### src/rtl/aes_pkg.sv
// Shared AES datapath definitions.
//   - xtime / gf_mul2 / gf_mul3: GF(2^8) helpers, polynomial 0x11B.
//   - MIX_FWD / MIX_INV: mode encodings for the column mixer.
//   - mix_state_e: FSM encoding of the iterative MixColumns engine.
package aes_pkg;

  localparam logic MIX_FWD = 1'b0;
  localparam logic MIX_INV = 1'b1;

  typedef enum logic [1:0] {
    IDLE = 2'd0,
    BUSY = 2'd1,
    DONE = 2'd2
  } mix_state_e;

  function automatic logic [7:0] xtime(input logic [7:0] b);
    return {b[6:0], 1'b0} ^ (b[7] ? 8'h1b : 8'h00);
  endfunction

  function automatic logic [7:0] gf_mul2(input logic [7:0] b);
    return xtime(b);
  endfunction

  function automatic logic [7:0] gf_mul3(input logic [7:0] b);
    return xtime(b) ^ b;
  endfunction

endpackage

### src/rtl/mix_col.sv
// Combinational mixer for one 32-bit AES column.
//   col_in  : column, byte r at bits [31-8r -: 8]
//   inv     : MIX_INV selects InvMixColumns (honoured only when INV_EN=1)
//   col_out : mixed column, same layout
// InvMixColumns is the forward mix preceded by a cheap preprocess, so the
// inverse costs only two doubled-doubled XOR terms on top of the forward mix.
module mix_col
  import aes_pkg::*;
#(
  parameter int INV_EN = 1
) (
  input  logic [31:0] col_in,
  input  logic        inv,
  output logic [31:0] col_out
);

  logic       do_inv;
  logic [7:0] a0, a1, a2, a3;
  logic [7:0] p0, p1, p2, p3;
  logic [7:0] u, v;

  // With INV_EN=0 this is constant 0 and the preprocess is trimmed away.
  assign do_inv = (INV_EN != 0) && (inv == MIX_INV);

  // NOTE: every signal assigned in this always_comb gets a value on every
  // path (defaults first), otherwise synthesis would infer a latch.
  always_comb begin
    a0 = col_in[31:24];
    a1 = col_in[23:16];
    a2 = col_in[15:8];
    a3 = col_in[7:0];
    u  = xtime(xtime(a0 ^ a2));
    v  = xtime(xtime(a1 ^ a3));
    p0 = a0;
    p1 = a1;
    p2 = a2;
    p3 = a3;
    if (do_inv) begin
      p0 = a0 ^ u;
      p1 = a1 ^ v;
      p2 = a2 ^ u;
      p3 = a3 ^ v;
    end
    col_out = {gf_mul2(p0) ^ gf_mul3(p1) ^ p2 ^ p3,
               p0 ^ gf_mul2(p1) ^ gf_mul3(p2) ^ p3,
               p0 ^ p1 ^ gf_mul2(p2) ^ gf_mul3(p3),
               gf_mul3(p0) ^ p1 ^ p2 ^ gf_mul2(p3)};
  end

endmodule

### src/rtl/mixcolumns_iter.sv
// Iterative AES MixColumns / InvMixColumns engine.
// A 128-bit state is accepted over in_valid/in_ready, mixed COLS_PER_CYCLE
// columns per clock in place in a work register, and presented on
// out_valid/out_ready until taken.
//   clk, rst_n          : clock, asynchronous active-low reset
//   in_valid/in_ready   : input handshake; in_data state, in_mode 0=fwd 1=inv
//   out_valid/out_ready : output handshake; out_data mixed state
// Column c of a state lives at bits [127-32c -: 32].
module mixcolumns_iter
  import aes_pkg::*;
#(
  parameter int COLS_PER_CYCLE = 1,
  parameter int INV_EN         = 1
) (
  input  logic         clk,
  input  logic         rst_n,
  input  logic         in_valid,
  output logic         in_ready,
  input  logic [127:0] in_data,
  input  logic         in_mode,
  output logic         out_valid,
  input  logic         out_ready,
  output logic [127:0] out_data
);

  localparam int N     = 4 / COLS_PER_CYCLE;
  localparam int CNT_W = (N > 1) ? $clog2(N) : 1;

  mix_state_e       state_q, state_d;
  logic [CNT_W-1:0] cnt_q;
  logic             mode_q;
  logic [31:0]      work_q [4];
  logic             accept;
  logic             last_grp;

  logic [1:0]  sel      [COLS_PER_CYCLE];
  logic [31:0] lane_in  [COLS_PER_CYCLE];
  logic [31:0] lane_out [COLS_PER_CYCLE];

  // in_ready looks at out_ready only in DONE, so a drained result and a new
  // state can swap on the same edge.
  assign in_ready  = (state_q == IDLE) || ((state_q == DONE) && out_ready);
  assign out_valid = (state_q == DONE);
  assign accept    = in_valid && in_ready;
  assign last_grp  = (cnt_q == CNT_W'(N - 1));
  assign out_data  = {work_q[0], work_q[1], work_q[2], work_q[3]};

  // Lane g of group cnt works on column cnt*COLS_PER_CYCLE + g.
  for (genvar g = 0; g < COLS_PER_CYCLE; g++) begin : g_lane
    assign sel[g]     = 2'(int'(cnt_q) * COLS_PER_CYCLE + g);
    assign lane_in[g] = work_q[sel[g]];

    mix_col #(
      .INV_EN (INV_EN)
    ) u_mix_col (
      .col_in  (lane_in[g]),
      .inv     (mode_q),
      .col_out (lane_out[g])
    );
  end

  always_comb begin
    state_d = state_q;
    case (state_q)
      IDLE:    if (accept) state_d = BUSY;
      BUSY:    if (last_grp) state_d = DONE;
      DONE: begin
        if (accept)         state_d = BUSY;
        else if (out_ready) state_d = IDLE;
      end
      default: state_d = IDLE;
    endcase
  end

  // NOTE: sequential state uses non-blocking assignments so every register
  // samples the pre-edge values, independent of statement order.
  always_ff @(posedge clk or negedge rst_n) begin
    if (!rst_n) state_q <= IDLE;
    else        state_q <= state_d;
  end

  always_ff @(posedge clk or negedge rst_n) begin
    if (!rst_n) begin
      cnt_q  <= '0;
      mode_q <= MIX_FWD;
      // NOTE: the work register is reset on purpose: it drives out_data
      // directly and must read as zero straight after reset.
      for (int i = 0; i < 4; i++) work_q[i] <= '0;
    end else if (accept) begin
      cnt_q     <= '0;
      mode_q    <= (INV_EN != 0) ? in_mode : MIX_FWD;
      work_q[0] <= in_data[127:96];
      work_q[1] <= in_data[95:64];
      work_q[2] <= in_data[63:32];
      work_q[3] <= in_data[31:0];
    end else if (state_q == BUSY) begin
      for (int g = 0; g < COLS_PER_CYCLE; g++) work_q[sel[g]] <= lane_out[g];
      cnt_q <= last_grp ? '0 : cnt_q + CNT_W'(1);
    end
  end

endmodule

### config.mk
export PLATFORM = sky130hd
export DESIGN_NAME = mixcolumns_iter
export DESIGN_NICKNAME = d
export VERILOG_FILES = /design/src/rtl/aes_pkg.sv /design/src/rtl/mix_col.sv /design/src/rtl/mixcolumns_iter.sv
export SDC_FILE = /design/constraint.sdc
export NUM_CORES = 1
export LEC_CHECK = 0
export CAP_MARGIN = 20
export CORE_MARGIN = 2
export CORE_UTILIZATION = 44
export CTS_CLUSTER_SIZE = 20
export DETAILED_ROUTE_END_ITERATION = 7
export PLACE_DENSITY = 0.76
export RECOVER_POWER = 50
export SYNTH_ARGS = -nofsm -noshare
export SYNTH_HDL_FRONTEND = slang
export SYNTH_SLANG_ARGS = --single-unit
### constraint.sdc
create_clock -name clk -period 3.6 [get_ports clk]
set_input_delay 0.36 -clock clk [delete_from_list [all_inputs] [get_ports clk]]
set_output_delay 0.36 -clock clk [all_outputs]
set_load 0.02 [all_outputs]
---- Word-level counts from Yosys, hierarchy flattened ----
Cells that the tools add are included.
storage, ports and cells
  bits of input ports ..................... 133
  output and inout bits ................... 130
  bits in registers ....................... 133
  word-level logic and storage cells ...... 82
cells by class
  reductions and logical operators ........ 7
  bitwise operators ....................... 31
  add/sub/neg operators ................... 1
  multiplexer cells ....................... 28
  equality and inequality tests ........... 6
  magnitude comparators ................... 2
operators by type and width
  operator                                                                       count
  128-bit 2-to-1 mux                                                             2
  8-bit bitwise XOR                                                              30
  128-bit bitwise mux                                                            1
  32-bit 2-to-1 mux                                                              3
  32-bit binary-select mux with 2-bit select                                     1
  32-bit demux with 2-bit select                                                 1
  5-bit 2-to-1 mux                                                               8
  8-bit 2-to-1 mux                                                               4
  2-bit 2-to-1 mux                                                               7
  2-bit one-hot mux with 3 select lines                                          1
  2-bit == test (second input constant)                                          2
  2-bit != test (second input constant)                                          2
  3-bit greater-or-equal comparator (second input constant)                      1
  1-bit logical AND                                                              3
  3-bit by 1-bit less-than comparator with 1-bit output (second input constant)  1
  3-bit by 1-bit != test with 1-bit output (second input constant)               1
  2-bit NOT with 3-bit output                                                    1
  3-bit AND reduction                                                            1
  2-bit by 1-bit adder with 2-bit output (second input constant)                 1
  2-bit by 1-bit == test with 1-bit output (second input constant)               1
  2-bit zero test                                                                1
  2-bit nonzero test                                                             1
  1-bit logical OR                                                               1

---- Depth between registers and ports, before layout ----
  depth after elaboration ................. 20
  gate-level depth with buffers ........... 12
  mapped depth without buffers ............ 8

---- By module ----
A second synthesis with hierarchy kept.
second synthesis, totals
  cell total of the unflattened synthesis .. 705
  area, all modules ....................... 8,811.0 sq um
modules (own cells, without submodules)
  module           instances  sequential area each (sq um)  area each (sq um)  cells each
  mixcolumns_iter  1          3,328.2                       7,171.9            527
  mix_col          1          0.0                           1,639.1            178

---- Least setup slack after synthesis ----
No wires, ideal clock.
  path kind ............................... register -> register
  from .................................... register cnt_q[0]
  to ...................................... register work_q (netlist bit out_data[12])
  arrival time ............................ 3.159 ns
  stages on the path, launching flop included .. 11
  setup slack ............................. 0.365 ns
  path buffers ............................ 2
  required time ........................... 3.523 ns
  period minus slack after synthesis ...... 3.235 ns
  setup time .............................. 0.077 ns
  path through ............................ dfrtp_1 > buf_6 > buf_12 > mux4_2 > xnor2_2 > xnor3_2 > xor2_2 > a21boi_1 > a21oi_2 > xnor3_1 > o21ai_1
on the way
  longest elaborated chain between the ends .. 16
  elaborated cells between the ends (all ways) .. 38
  those cells by class .................... order compare: 2; mux: 18; bitwise: 17; reduce/logical: 1
ends and longest elaborated chain
  item                                                          line                                          text
  start: declaration                                            mixcolumns_iter.sv:30                         logic [CNT_W-1:0] cnt_q;
  start signal: assignment                                      mixcolumns_iter.sv:98                         cnt_q <= last_grp ? '0 : cnt_q + CNT_W'(1);
  2-bit NOT with 3-bit output (not written as such) (*)         mixcolumns_iter.sv:51, mixcolumns_iter.sv:97
  32-bit binary-select mux with 2-bit select                    mixcolumns_iter.sv:51                         assign lane_in[g] = work_q[sel[g]];
  32-bit 2-to-1 mux (not written as such) (2 in series)         mixcolumns_iter.sv:51
  8-bit bitwise XOR, on equally long branches                   mix_col.sv:32, mix_col.sv:33
  5-bit 2-to-1 mux / 8-bit bitwise XOR (equally long branches)  aes_pkg.sv:17                                 return {b[6:0], 1'b0} ^ (b[7] ? 8'h1b : 8'h00);
  8-bit bitwise XOR / 5-bit 2-to-1 mux (equally long branches)  aes_pkg.sv:17
  8-bit bitwise XOR, on equally long branches                   aes_pkg.sv:17, mix_col.sv:41, mix_col.sv:42
  8-bit bitwise XOR (tied with other cells)                     mix_col.sv:39                                 p0 = a0 ^ u;
  8-bit 2-to-1 mux / 5-bit 2-to-1 mux (equally long branches)   mix_col.sv:38, aes_pkg.sv:17
  8-bit bitwise XOR, on equally long branches                   mix_col.sv:46, aes_pkg.sv:17
  8-bit bitwise XOR, on equally long branches                   mix_col.sv:46, aes_pkg.sv:25
  8-bit bitwise XOR                                             mix_col.sv:46                                 p0 ^ p1 ^ gf_mul2(p2) ^ gf_mul3(p3),
  128-bit bitwise mux (*)                                       mixcolumns_iter.sv:97                         for (int g = 0; g < COLS_PER_CYCLE; g++) work_q[sel[g]] <= lane_out[g];
  128-bit 2-to-1 mux (*)                                        mixcolumns_iter.sv:96                         end else if (state_q == BUSY) begin
  128-bit 2-to-1 mux (*)                                        mixcolumns_iter.sv:89                         end else if (accept) begin
  end: declaration                                              mixcolumns_iter.sv:32                         logic [31:0] work_q [4];
Every way passes the cells marked *; elsewhere a longest branch is shown, timed or not. The select of a mux whose other input is x is not followed.
A chain may end at the register's enable or synchronous reset.

---- Worst setup path after layout ----
Ends and elaborated chain as after synthesis.

==> run summary <==
Routed vias = 7357
Seq/Total Area, Yosys = 0.397
CP max stage delay = 0.63 ns
Crit end category = register
Die area = 0.0202 mm²
CTS tree = done
Max Cap Viol = 1
DRC errors left = 0
Worst EP arrival = 3.79 ns
Htree depth = 4
Layout area overhead = 43.1%
Crit Path Class = register to register
Clock-pin slew on the worst setup and hold paths = 0.06 ns
Cts hold-fix bufs = 0
IO buf count = 262
CP most frequent cell = xnor3_1
Hold Fails Final Rpt = 0
Startpoint types = register
Total GRT Usage = 0.299
Slew Viols, Final = 79
Synth warn = 0
Most used DFF post-synth = dfrtp_1
Layout cells sized above 1 = 0.134
Row count = 50
Crit path max-delay cell type = mux4_2
Routed len/inst = 23.8 µm
Final setup TNS = 0 ns
Final min period = 3.45 ns
Final ANT Viol Nets = 0
Routability cong. = 0.973
Die Ht = 142 µm
TritonCTS buffer count = 17
Fmax = 290 MHz
Largest net degree at the start of global routing = 79
Failing checks = max-capacitance violations, max-slew violations
Synth unique cells = 46
Max Fanout on Critical Path = 20
Core Box Area = 0.0187 mm²
Die Wd = 142 µm
First-pass GRT wire length = 45000 µm
Actual slew at the worst max-slew pin = 2.01 ns
Via/cell ratio = 5.93
Routed WL = 29500 µm
Top-Level Pins = 263
CTS Buffer Depth = 2
Final setup vio count = 0
Post-Syn Area = 0.00839 mm²
Skew-Pair Late Insertion Delay = 0.43 ns
Worst Skew = 0.00934 ns
Cell count after synthesis = 727
Initial antenna violation count = 0
Vias in the first global route = 7690
Post-Syn Nets = 864
DR pass1 iterations = 5
Synth async-reset ratio = 1.00
Root buf cell = clkbuf_16
HPWL Detailed = 21600 µm
Syn Area/Cell = 11.5 µm²
Slew margin rel. = -0.340
CTS sink count = 133
Hold_ws = 0.478 ns
Post-synth EDFFs = 0
# diodes = 0
Final cycle utilization of the critical path = 0.957
Worst path required time = 3.94 ns
Hold Path Class = input pin to asynchronous set/reset pin
Overflow after GRT = 0
Status = complete, but fails checks
Initial core utilization = 0.449
Post-layout nets = 1130
Number of synthesized register bits = 133
Cells along the critical path = buf_12, mux4_2, xnor2_4, xnor3_1, xor2_2, buf_4, a21oi_2, xnor3_1, o21ai_1
Initial DRC Count = 502
RSZ-0062 raised after global routing = no
cell usage after synthesis (14+ instances only):
cell | count | share of area
xnor3_1 | 22 | 0.059
clkbuf_1 | 43 | 0.019
xor2_1 | 32 | 0.033
o21ai_0 | 80 | 0.048
a21oi_1 | 17 | 0.010
mux4_2 | 30 | 0.081
a22oi_1 | 99 | 0.089
dfrtp_1 | 133 | 0.40
a211oi_1 | 14 | 0.013
o21ai_1 | 26 | 0.016
nand2_1 | 40 | 0.018
xnor2_1 | 60 | 0.063
nor2_1 | 22 | 0.0098
kinds of logic after synthesis:
family / after synthesis / synth area share
AO/OA/AOI/OAI: 264 / 0.200
XOR/XNOR: 142 / 0.224
adder cells (fa/ha/maj): 4 / 0.00596
buffers and inverters: 56 / 0.0319
flip-flops: 133 / 0.397
multiplexers: 32 / 0.0868
AND/OR/NAND/NOR: 96 / 0.0552
registers in the layout, indices dropped and copies added, names as in the netlist:
name and count:
out_data 128, mode_q 1, cnt_q 2, state_q 2
what timing repair did:
action / in CTS / in global routing
setup buffers: 0 / 6
setup endpoints to repair: 0 / 16
gates resized for setup: 0 / 1
worst paths after layout:
check                                     startpoint                         to  slack [ns]  depth (start not counted)
min                                            rst_n    out_data[0]$_DFFE_PN0P_        0.48                          1
min in group clk                          in_data[7]    out_data[7]$_DFFE_PN0P_        0.52                          2
max                             cnt_q[0]$_DFFE_PN0P_   out_data[12]$_DFFE_PN0P_        0.15                          9
max reg2reg                     cnt_q[0]$_DFFE_PN0P_   out_data[12]$_DFFE_PN0P_        0.15                          9
min reg2reg                out_data[119]$_DFFE_PN0P_  out_data[119]$_DFFE_PN0P_        0.53                          2
max in group asynchronous                      rst_n   out_data[83]$_DFFE_PN0P_        0.80                          2
metal layers:
metal / part of all wire / vias to the layer above / GRT usage
li1: - / 3228 / -
met1: 0.40 / 3701 / 0.398
met2: 0.50 / 366 / 0.485
met3: 0.072 / 62 / 0.0599
met4: 0.028 / 0 / 0.116
met5: 0 / - / 0
critical path: cells and delay by family (launching register included):
family	cells	cell delay [ns]
xor gates and xnor gates	4	1.49
muxes	1	0.63
AOI/OAI and AO/OA	2	0.45
DFF	1	0.41
buffers and inverters	2	0.37
cell type report:
| class | count | area (µm²) |
|---|---|---|
| flip-flops and latches | 133 | 3330 |
| fillers | 1439 | 6690 |
| clock inverters | 9 | 104 |
| well taps | 234 | 293 |
| inverters | 3 | 11.3 |
| clock buffers | 23 | 468 |
| multi-input cells | 538 | 4840 |
| repair buffers | 300 | 2970 |
cell usage in the layout, fill, tap and decap left out, types with 17 or more instances in the layout:
cell type        instances
nand2_1                 40
xnor3_1                 22
dfrtp_1                132
mux4_2                  30
nor2_1                  22
o21ai_1                 26
xor2_1                  31
clkbuf_16               17
buf_4                   31
a22oi_1                 99
xnor2_1                 60
o21ai_0                 80
clkdlybuf4s50_1        199
dlygate4sd3_1           62
metrics by stage:
stage / std cells / setup WS [ns] / cell area (µm²) / util
6_report: 1240 / 0.154 / 12000 / 0.642
3_3_place_gp: 1201 / 0.237 / 11400 / 0.609
4_1_cts: 1233 / 0.0189 / 12000 / 0.639
2_1_floorplan: 727 / 0.365 / 8390 / -
3_5_place_dp: 1201 / 0.0705 / 11400 / 0.609
5_1_grt: 1240 / 0.00493 / 12000 / 0.642
Power is left out: the tool's default activity adds up to more than one toggle a clock period on the data nets, which glitch-free logic cannot reach.
